[src/rtl/upsizing_arbiter_pkg.sv]
// Shared types and defaults for the round-robin arbiter that feeds the 2W upsizer.
package upsizing_arb_pkg;

   typedef enum logic {
      IDLE   = 1'b0,
      LOCKED = 1'b1
   } state_t;

   localparam int DEFAULT_W = 40;

endpackage

[src/rtl/upsizing_arbiter_rr_pick.sv]
// Rotating-priority selector: returns the active requester closest to ptr,
// walking ptr, ptr+1, ... modulo N.
module rr_pick #(
   parameter  int N  = 4,
   localparam int IW = $clog2(N)
) (
   input  logic [N-1:0]  req,
   input  logic [IW-1:0] ptr,
   output logic          found,
   output logic [IW-1:0] index
);

   // Scan from the farthest distance inward so the nearest hit is the last write.
   always_comb begin
      found = 1'b0;
      index = '0;
      for (int k = N - 1; k >= 0; k--) begin
         if (req[(int'(ptr) + k) % N]) begin
            found = 1'b1;
            index = IW'((int'(ptr) + k) % N);
         end
      end
   end

endmodule

[src/rtl/upsizing_arbiter.sv]
// N-way round-robin arbiter that locks each grant for BURST narrow beats so
// the downstream 2W upsizer never pairs beats from two different requesters.
module upsizing_arbiter
   import upsizing_arb_pkg::*;
#(
   parameter  int W     = DEFAULT_W,
   parameter  int N     = 4,
   parameter  int BURST = 2,
   localparam int IW    = $clog2(N)
) (
   input  logic           clk,
   input  logic           rst,
   input  logic [N*W-1:0] in_tdata,
   input  logic [N-1:0]   in_tvalid,
   output logic [N-1:0]   in_tready,
   output logic [W-1:0]   out_tdata,
   output logic           out_tvalid,
   input  logic           out_tready,
   output logic [IW-1:0]  out_tid
);

   localparam int CW = $clog2(BURST + 1);

   state_t        state;
   logic [IW-1:0] ptr;
   logic [IW-1:0] grant;
   logic [CW-1:0] beat_cnt;
   logic          pick_found;
   logic [IW-1:0] pick_index;
   logic          locked;
   logic          accept;

   rr_pick #(.N(N)) u_rr_pick (
      .req   (in_tvalid),
      .ptr   (ptr),
      .found (pick_found),
      .index (pick_index)
   );

   // The granted requester is muxed straight through; IDLE masks valid and ready.
   assign locked     = (state == LOCKED);
   assign out_tid    = grant;
   assign out_tvalid = locked && in_tvalid[grant];
   assign out_tdata  = in_tdata[grant*W +: W];
   assign in_tready  = locked ? (N'(out_tready) << grant) : '0;
   assign accept     = out_tvalid && out_tready;

   always_ff @(posedge clk or posedge rst) begin
      if (rst) begin
         state    <= IDLE;
         ptr      <= '0;
         grant    <= '0;
         beat_cnt <= '0;
      end else begin
         case (state)
            IDLE: begin
               if (pick_found) begin
                  grant    <= pick_index;
                  beat_cnt <= '0;
                  state    <= LOCKED;
               end
            end
            LOCKED: begin
               // The grant is only released after a full burst, never on a valid drop.
               if (accept) begin
                  if (beat_cnt == CW'(BURST - 1)) begin
                     state    <= IDLE;
                     ptr      <= (grant == IW'(N - 1)) ? '0 : grant + 1'b1;
                     beat_cnt <= '0;
                  end else begin
                     beat_cnt <= beat_cnt + 1'b1;
                  end
               end
            end
            default: state <= IDLE;
         endcase
      end
   end

endmodule

[config.mk]
export PLATFORM = sky130hd
export DESIGN_NAME = upsizing_arbiter
export DESIGN_NICKNAME = d
export VERILOG_FILES = /design/src/rtl/upsizing_arbiter_pkg.sv /design/src/rtl/upsizing_arbiter_rr_pick.sv /design/src/rtl/upsizing_arbiter.sv
export SDC_FILE = /design/constraint.sdc
export NUM_CORES = 1
export LEC_CHECK = 0
export BUFFER_PORTS_ARGS = -buffer_cell sky130_fd_sc_hd__buf_2
export CORE_AREA = 2 2 84 86
export CTS_BUF_LIST = sky130_fd_sc_hd__clkbuf_4
export DETAILED_ROUTE_END_ITERATION = 8
export DIE_AREA = 0 0 86 88
export PLACE_DENSITY_LB_ADDON = 0.12
export SLEW_MARGIN = 20
export SYNTH_ARGS = -nofsm -noshare
export SYNTH_HDL_FRONTEND = slang
export SYNTH_SLANG_ARGS = --single-unit
[constraint.sdc]
create_clock -name clk -period 2.78 [get_ports clk]
set_input_delay 0.556 -clock clk [delete_from_list [all_inputs] [get_ports clk]]
set_output_delay 0.556 -clock clk [all_outputs]
set_load 0.005 [all_outputs]
After elaboration in Yosys (flattened, before gate mapping)
Index checks and enable logic that the tools add are counted.
{"block": "word_totals", "reg_bits": 7, "inputBits": 167, "output_inout_bits": 47, "wordCells": 64}
{"block": "op_classes", "addsub": 5, "mul": 1, "order_cmp": 5, "n_eq_ne": 4, "n_shift": 2, "muxes": 31, "n_bitwise": 4, "reduce_logical": 8}
{"op": "variable part select 160 x 9 -> 40 bit", "n": 1}
{"op": "2-to-1 mux 2 bit", "n": 8}
{"op": "2-to-1 mux 1 bit", "n": 15}
{"op": "less-than comparator 3 x 4 -> 1 bit, second input constant", "n": 3}
{"op": "binary-select mux 1 bit (select 2 bit)", "n": 5}
{"op": "adder 2 x 1 -> 2 bit, second input constant", "n": 3}
{"op": "less-than comparator 2 x 3 -> 1 bit, second input constant", "n": 2}
{"op": "OR reduction 2 bit", "n": 3}
{"op": "multiplier 2 x 3 -> 5 bit, second input constant", "n": 1}
{"op": "adder 2 bit, second input constant", "n": 2}
{"op": "2-to-1 mux 4 bit", "n": 1}
{"op": "one-hot mux 2 bit (2 select lines)", "n": 1}
{"op": "AND reduction 2 bit", "n": 2}
{"op": "<< shifter 1 x 2 -> 4 bit", "n": 1}
{"op": "AND 1 bit, first input constant", "n": 3}
{"op": "AND reduction 3 bit", "n": 1}
{"op": "equality test 2 x 1 -> 1 bit, second input constant", "n": 1}
{"op": "equality test 2 bit, second input constant", "n": 1}
{"op": "logical AND 1 bit", "n": 2}
{"op": "inequality test 2 x 1 -> 1 bit, second input constant", "n": 1}
{"op": "inequality test 2 bit, second input constant", "n": 1}
{"op": "one-hot mux 1 bit (2 select lines)", "n": 1}
{"op": "NOT 1 bit", "n": 1}

Depth between registers and ports, before layout
Gate-level depths: netlist (run 1).
{"block": "depth", "depth_word": 12, "depth_mapped": 5, "ltp_nobuf": 4}

By module
Synthesis (run 1) repeated with hierarchy kept, for this count alone.
{"block": "hier_totals", "hier_cells": 98, "hier_area_um2": 1435.1}
{"mod": "upsizing_arbiter", "instances": 1, "cells_each": 85, "area_per_inst_um2": 1357.6, "seq_area_each_um2": 175.2}
{"mod": "rr_pick", "instances": 1, "cells_each": 13, "area_per_inst_um2": 77.6, "seq_area_each_um2": 0.0}

Worst setup path after synthesis (run 1)
No wires, ideal clock.
{"block": "synth_timing", "kind": "flip-flop to output port", "from": "reg grant[0] (netlist: out_tid[0])", "to": "out out_tdata[17]", "arrival_time_ns": 1.342, "t_required_ns": 2.224, "path_slack_ns": 0.882, "stages_incl_launch_ff": 4, "path_buffers": 2, "cell_sequence": "dfrtp_1 buf_6 buf_2 mux4_2"}
{"block": "synth_via", "elab_chain_len": 2}
{"element": "start, declared", "line": "upsizing_arbiter.sv:26", "rtl": "logic [IW-1:0] grant;"}
{"element": "start signal, assigned", "line": "upsizing_arbiter.sv:58", "rtl": "grant <= pick_index;"}
{"element": "multiplier 2 x 3 -> 5 bit", "line": "upsizing_arbiter.sv:44", "rtl": "assign out_tdata = in_tdata[grant*W +: W];"}
{"element": "variable part select 160 x 9 -> 40 bit", "line": "upsizing_arbiter.sv:44"}
{"element": "end, declared", "line": "upsizing_arbiter.sv:16", "rtl": "output logic [W-1:0] out_tdata,"}
No other way between the ends.

Final worst setup path (run 1)
{"block": "layout_timing", "from": "reg grant[0] (netlist: out_tid[0])", "to": "out out_tdata[37]"}
The elaborated chain is that of the path after synthesis.

==> flow_summary.json, run 1 <==
{
  "fin_crit_ns": 2.26,
  "cts-resized-gates": 0,
  "drc_errors": 0,
  "synth_top_area_cell": "mux4_2",
  "cp_data_required_time_ns": 2.22,
  "die_w_um": 86,
  "syn_to_final_growth_pct": 83.7,
  "first_iter_violations": 58,
  "slew_headroom_pct": 65.6,
  "worst-path-buf-inv": 2,
  "htreeDepth": 1,
  "path_clk_slew_ns": 0.05,
  "grt_max_degree": 28,
  "syn_area_um2": 1400,
  "synth_edf_count": 0,
  "vias": 1821,
  "synth_warnings": 0,
  "path_cells": "buf_4 > mux4_2 > buf_2",
  "cts_buffers": 3,
  "gr-usage-all-layers_pct": 16.0,
  "wl_per_cell_um": 17.6,
  "setup_viol": 0,
  "dr.max_layer_used": "met4",
  "reg2reg_from": "out_tid[1]",
  "postCtsSetupBuffers": 0,
  "dp_worst_setup_slack_ns": 0.736,
  "ys_seq_elements": 7,
  "detailed_place_hpwl_um": 5970,
  "cts-root-buf": "clkbuf_4",
  "leakage_nw": 1.33,
  "antenna_left": 0,
  "cp.arrival_ns": 1.71,
  "rows": 30,
  "critPathKind": "reg2out",
  "cts_tree": "done",
  "cp_slowest_cell": "mux4_2",
  "finalHoldViolations": 0,
  "skew_ns": 0.00332,
  "clockBufferDepth": 2,
  "dr_wl_met3_um": 534,
  "period_share_pct": 81.4,
  "clock.fmax_mhz": 442,
  "cp-startpoint": "out_tid[0]",
  "synthFlopType": "dfrtp_1",
  "grt_antenna_before_repair": 0,
  "cap_violations": 0,
  "setup_tns_ns": 0,
  "tightest_slew_ns": 0.516,
  "clock_sinks": 7,
  "nNetsFinal": 479,
  "power.density_nw_per_um2": 653,
  "drtPass1Iterations": 4,
  "cp-start-kind": "flip-flop",
  "grt_pass1_vias": 1806,
  "critPathMaxStageDelay_ns": 0.57,
  "viasPerCell": 4.67,
  "wl_met1_um": 2580,
  "num_antenna_cells": 0,
  "peakVddDrop_v": 0.000374,
  "synth_commonest_cells": "mux4_2 (40), dfrtp_1 (7), inv_1 (7)",
  "layout_setup_ws_ns": 0.516,
  "numPortBuffers": 213,
  "met2_length_um": 3640,
  "place_area_um2": 2550,
  "yosys-top-cells-area": "mux4_2 (64%), dfrtp_1 (12%), inv_1 (1.9%), buf_4 (1.6%), mux2_1 (1.6%)",
  "status": "finished, final reports clean",
  "syn_area_per_cell_um2": 14.0,
  "crit_path_end_kind": "output port",
  "drv_slew": 0,
  "start_util_pct": 21.1,
  "critPathTopFamily": "multiplexers",
  "yosysUniqueCellTypes": 29,
  "routed_wl_um": 6850,
  "async_reset_ff_share_pct": 100,
  "grt_setup_unrepaired": "false",
  "hp-class": "in2async",
  "crit_fanout": 26,
  "synthCells": 100,
  "grt.overflow.total": 0,
  "synthesis.nets": 268,
  "synthMostInstantiatedCell": "mux4_2",
  "synth_top_area_share_pct": 64.2,
  "grt_first_pass_wirelength_um": 9400,
  "yosysSeqAreaShare_pct": 12.5,
  "clock_latency_ns": 0.24,
  "hold_buffers": 0,
  "stdcell_area_um2": 2580,
  "die_h_um": 88,
  "layout-drive-gt1-share_pct": 85.5,
  "ios": 214,
  "coreArea_um2": 6640,
  "gp_congestion": 0.879,
  "fp.dieArea_um2": 7570
}
worst paths after layout:
kind / endpoint / slack (ns) / cells after the start
min in group clk: beat_cnt[1] / 0.53 / 1
max in group asynchronous: out_tid[1] / 2.31 / 2
min reg2reg: beat_cnt[1] / 0.53 / 1
min: beat_cnt[0] / 0.23 / 2
max reg2reg: ptr[1] / 0.86 / 5
max: out_tdata[37] / 0.52 / 3
cells by family (layout without fill, tap and decap cells):
logic type,Yosys count,count (layout),share of synthesized area [%]
compound gates,14,14,7.05
fa+ha+maj,1,1,0.892
buf+inv,17,227,6.16
flops,7,7,12.5
mux,44,44,67.3
simple gates,17,17,6.16
worst register-to-register path: cells and delay by family, from the launching register on:
kind | cells | cell delay, ns
buf+inv | 1 | 0.26
flops | 1 | 0.69
compound gates | 1 | 0.22
simple gates | 2 | 0.30
mux | 1 | 0.33
where the power goes:
group          internal [W]  leakage [nW]  switching, W
sequential         0.000141        0.0820     0.0000830
clock             0.0000644        0.0184     0.0000352
combinational      0.000808          1.22      0.000550
total               0.00101          1.33      0.000668
placed cells by master, fill, tap and decap left out, drive strengths merged:
cell    instances
mux2i           2
nand3           1
nand2           4
inv             7
nor4            1
mux4           40
a21oi           2
clkbuf          4
nand2b          1
or2             1
dfrtp           7
o221ai          1
a211oi          1
mux2            2
nor2b           1
o21a            1
o21ai           2
a21o            1
a21boi          2
nor2            6
ha              1
o22ai           3
o31ai           1
buf           216
nand3b          2
layout make-up:
| class | count | area, um2 |
|---|---|---|
| sequential | 7 | 178 |
| tap | 80 | 100 |
| multi-input combinational | 76 | 1140 |
| clock buffer | 4 | 30.0 |
| inverter | 7 | 26.3 |
| timing repair buffer | 216 | 1100 |
| fill | 688 | 4070 |
state kept, by name, indices dropped and copies added, names as in the netlist:
name / count
beat_cnt: 2
locked: 1
ptr: 2
out_tid: 2
per-stage QoR:
stage / util, % / instances / total power [W] / hold slack (ns)
2_1_floorplan: - / 100 / 0.00108 / 0.359
3_3_place_gp: 38.3 / 386 / 0.00160 / 0.513
3_5_place_dp: 38.3 / 386 / 0.00161 / 0.510
4_1_cts: 38.8 / 390 / 0.00172 / 0.243
5_1_grt: 38.8 / 390 / 0.00183 / 0.256
6_report: 38.8 / 390 / 0.00168 / 0.234
metal layers:
metal,track usage [%],vias up
li1,-,855
met1,20.0,871
met2,28.7,87
met3,3.20,8
met4,3.32,0
met5,0,-
Power figures use the tool's default switching activity.
==> run 2, diff against run 1 <==
CORE_AREA = 2 2 83 85   (was 2 2 84 86)
DIE_AREA = 0 0 85 87   (was 0 0 86 88)
clock period = 2.35 ns   (was 2.78 ns; I/O delays follow)
==> run 2 against run 1 <==
Flip-flop and latch count did not move. Critical path depth unchanged. Non-clock buffer count is 1 higher. Largest power group unchanged.
==> flow_summary.json, run 2 (synthesis results as in run 1) <==
{
  "final_common_cell": "buf_2",
  "finalHoldViolations": 0,
  "status": "finished, final reports clean",
  "num_antenna_cells": 0,
  "holdWs_ns": 0.136,
  "cts-root-buf": "clkbuf_4",
  "fin_crit_ns": 2.15,
  "hp-class": "in2async",
  "start_util_pct": 21.4,
  "place_area_um2": 2550,
  "cts_tree": "done",
  "grt_max_degree": 29,
  "p_sw_w": 0.000793,
  "multi_input_area_um2": 1140,
  "fin_util_pct": 39.3,
  "gr-usage-all-layers_pct": 16.7,
  "fp.dieArea_um2": 7400,
  "cts_buffers": 3,
  "cp-start-kind": "flip-flop",
  "r2r-end": "ptr[0]",
  "reg2reg_from": "out_tid[0]",
  "ff2ff_setup_slack_ns": 0.63,
  "swShare_pct": 39.6,
  "r2r_cells": 5,
  "p_clk_share_pct": 6.0,
  "seq_power_share_pct": 10.5,
  "ff_latch_area_um2": 178,
  "layout-drive-gt1-share_pct": 85.5,
  "ios": 214,
  "clock.fmax_mhz": 465,
  "peakVddDrop_v": 0.000807,
  "postCtsSetupBuffers": 0,
  "antenna_left": 0,
  "cp_data_required_time_ns": 1.88,
  "detailed_place_hpwl_um": 6100,
  "critPathKind": "reg2out",
  "drv_slew": 0,
  "slew_headroom_pct": 75.9,
  "cp.arrival_ns": 1.68,
  "period_share_pct": 91.5,
  "crit_path_end_kind": "output port",
  "grt_pass1_vias": 1809,
  "fillCellCount": 683,
  "syn_to_final_growth_pct": 84.2,
  "wl_per_cell_um": 17.5,
  "drc_errors": 0,
  "routed_wl_um": 6840,
  "clock_latency_ns": 0.25,
  "viasPerCell": 4.70,
  "setup_tns_ns": 0,
  "vias": 1836,
  "first_iter_violations": 47,
  "leakage_nw": 1.33,
  "crit_fanout": 21,
  "cap_violations": 0,
  "gp_congestion": 0.830,
  "clockBufferDepth": 2,
  "drtPass1Iterations": 4,
  "grt_setup_unrepaired": "false",
  "p_int_w": 0.00121,
  "setup_viol": 0,
  "numPortBuffers": 213,
  "skew_ns": 0.00568,
  "die_h_um": 87,
  "grt_antenna_before_repair": 0,
  "clock_sinks": 7,
  "nNetsFinal": 480,
  "grt.overflow.total": 0,
  "die_w_um": 85,
  "rows": 30,
  "stdcell_area_um2": 2580,
  "tightest_slew_ns": 0.358,
  "htreeDepth": 1,
  "coreArea_um2": 6570,
  "most-common-layout-cells": "buf_2 (213), mux4_2 (40), inv_1 (7)",
  "grt_first_pass_wirelength_um": 9730,
  "path_clk_slew_ns": 0.05,
  "power.density_nw_per_um2": 776,
  "hold_buffers": 0,
  "comb_power_share_pct": 83.5,
  "cts-resized-gates": 0
}
run 2: cell count changes in the layout (fill, tap and decap cells not counted), sizes merged:
cell / delta
buf: +1
run 2: through the flow:
| step | power, W | cells | setup slack, ns |
|---|---|---|---|
| 2_1_floorplan | 0.00128 | 100 | 0.538 |
| 3_3_place_gp | 0.00191 | 387 | 0.453 |
| 3_5_place_dp | 0.00192 | 387 | 0.438 |
| 4_1_cts | 0.00205 | 391 | 0.160 |
| 5_1_grt | 0.00218 | 391 | 0.0849 |
| 6_report | 0.00200 | 391 | 0.200 |
run 2: layer usage:
metal / track usage, % / part of all wire [%] / vias to the layer above
met3: 3.13 / 7.3 / 4
met2: 31.7 / 55 / 84
met5: 0 / 0 / -
met1: 20.1 / 37 / 889
met4: 2.16 / 0.95 / 0
li1: - / - / 859
run 2: power groups by stage:
stage / Sequential [W] / Clock (W) / Combinational (W)
finish: 0.000211 / 0.000120 / 0.00167
global route: 0.000219 / 0.000135 / 0.00182
CTS: 0.000212 / 0.000126 / 0.00171
detailed placement: 0.000215 / 0 / 0.00171
global placement: 0.000214 / 0 / 0.00170
floorplan: 0.000207 / 0 / 0.00107
run 2: worst max-delay path by stage:
stage / start / end / slack [ns] / depth (start not counted)
global placement: out_tid[0] / out_tdata[4] / 0.45 / 3
global route: out_tid[0] / out_tdata[38] / 0.08 / 3
detailed placement: out_tid[0] / out_tdata[14] / 0.44 / 3
floorplan: out_tid[0] / out_tdata[17] / 0.54 / 3
finish: out_tid[0] / out_tdata[30] / 0.20 / 3
CTS: out_tid[0] / out_tdata[14] / 0.16 / 3
run 2: area by class of cell:
type	count	area share (%)
clock buffer	4	1.16
inverter	7	1.02
multi-input combinational	76	44.2
sequential	7	6.88
tap	80	3.87
timing repair buffer	217	42.9
run 2: worst max-delay path, stage by stage (launching register included):
cell     delay (ns)
dfrtp_2        0.38
buf_4          0.34
mux4_2         0.55
buf_2          0.15
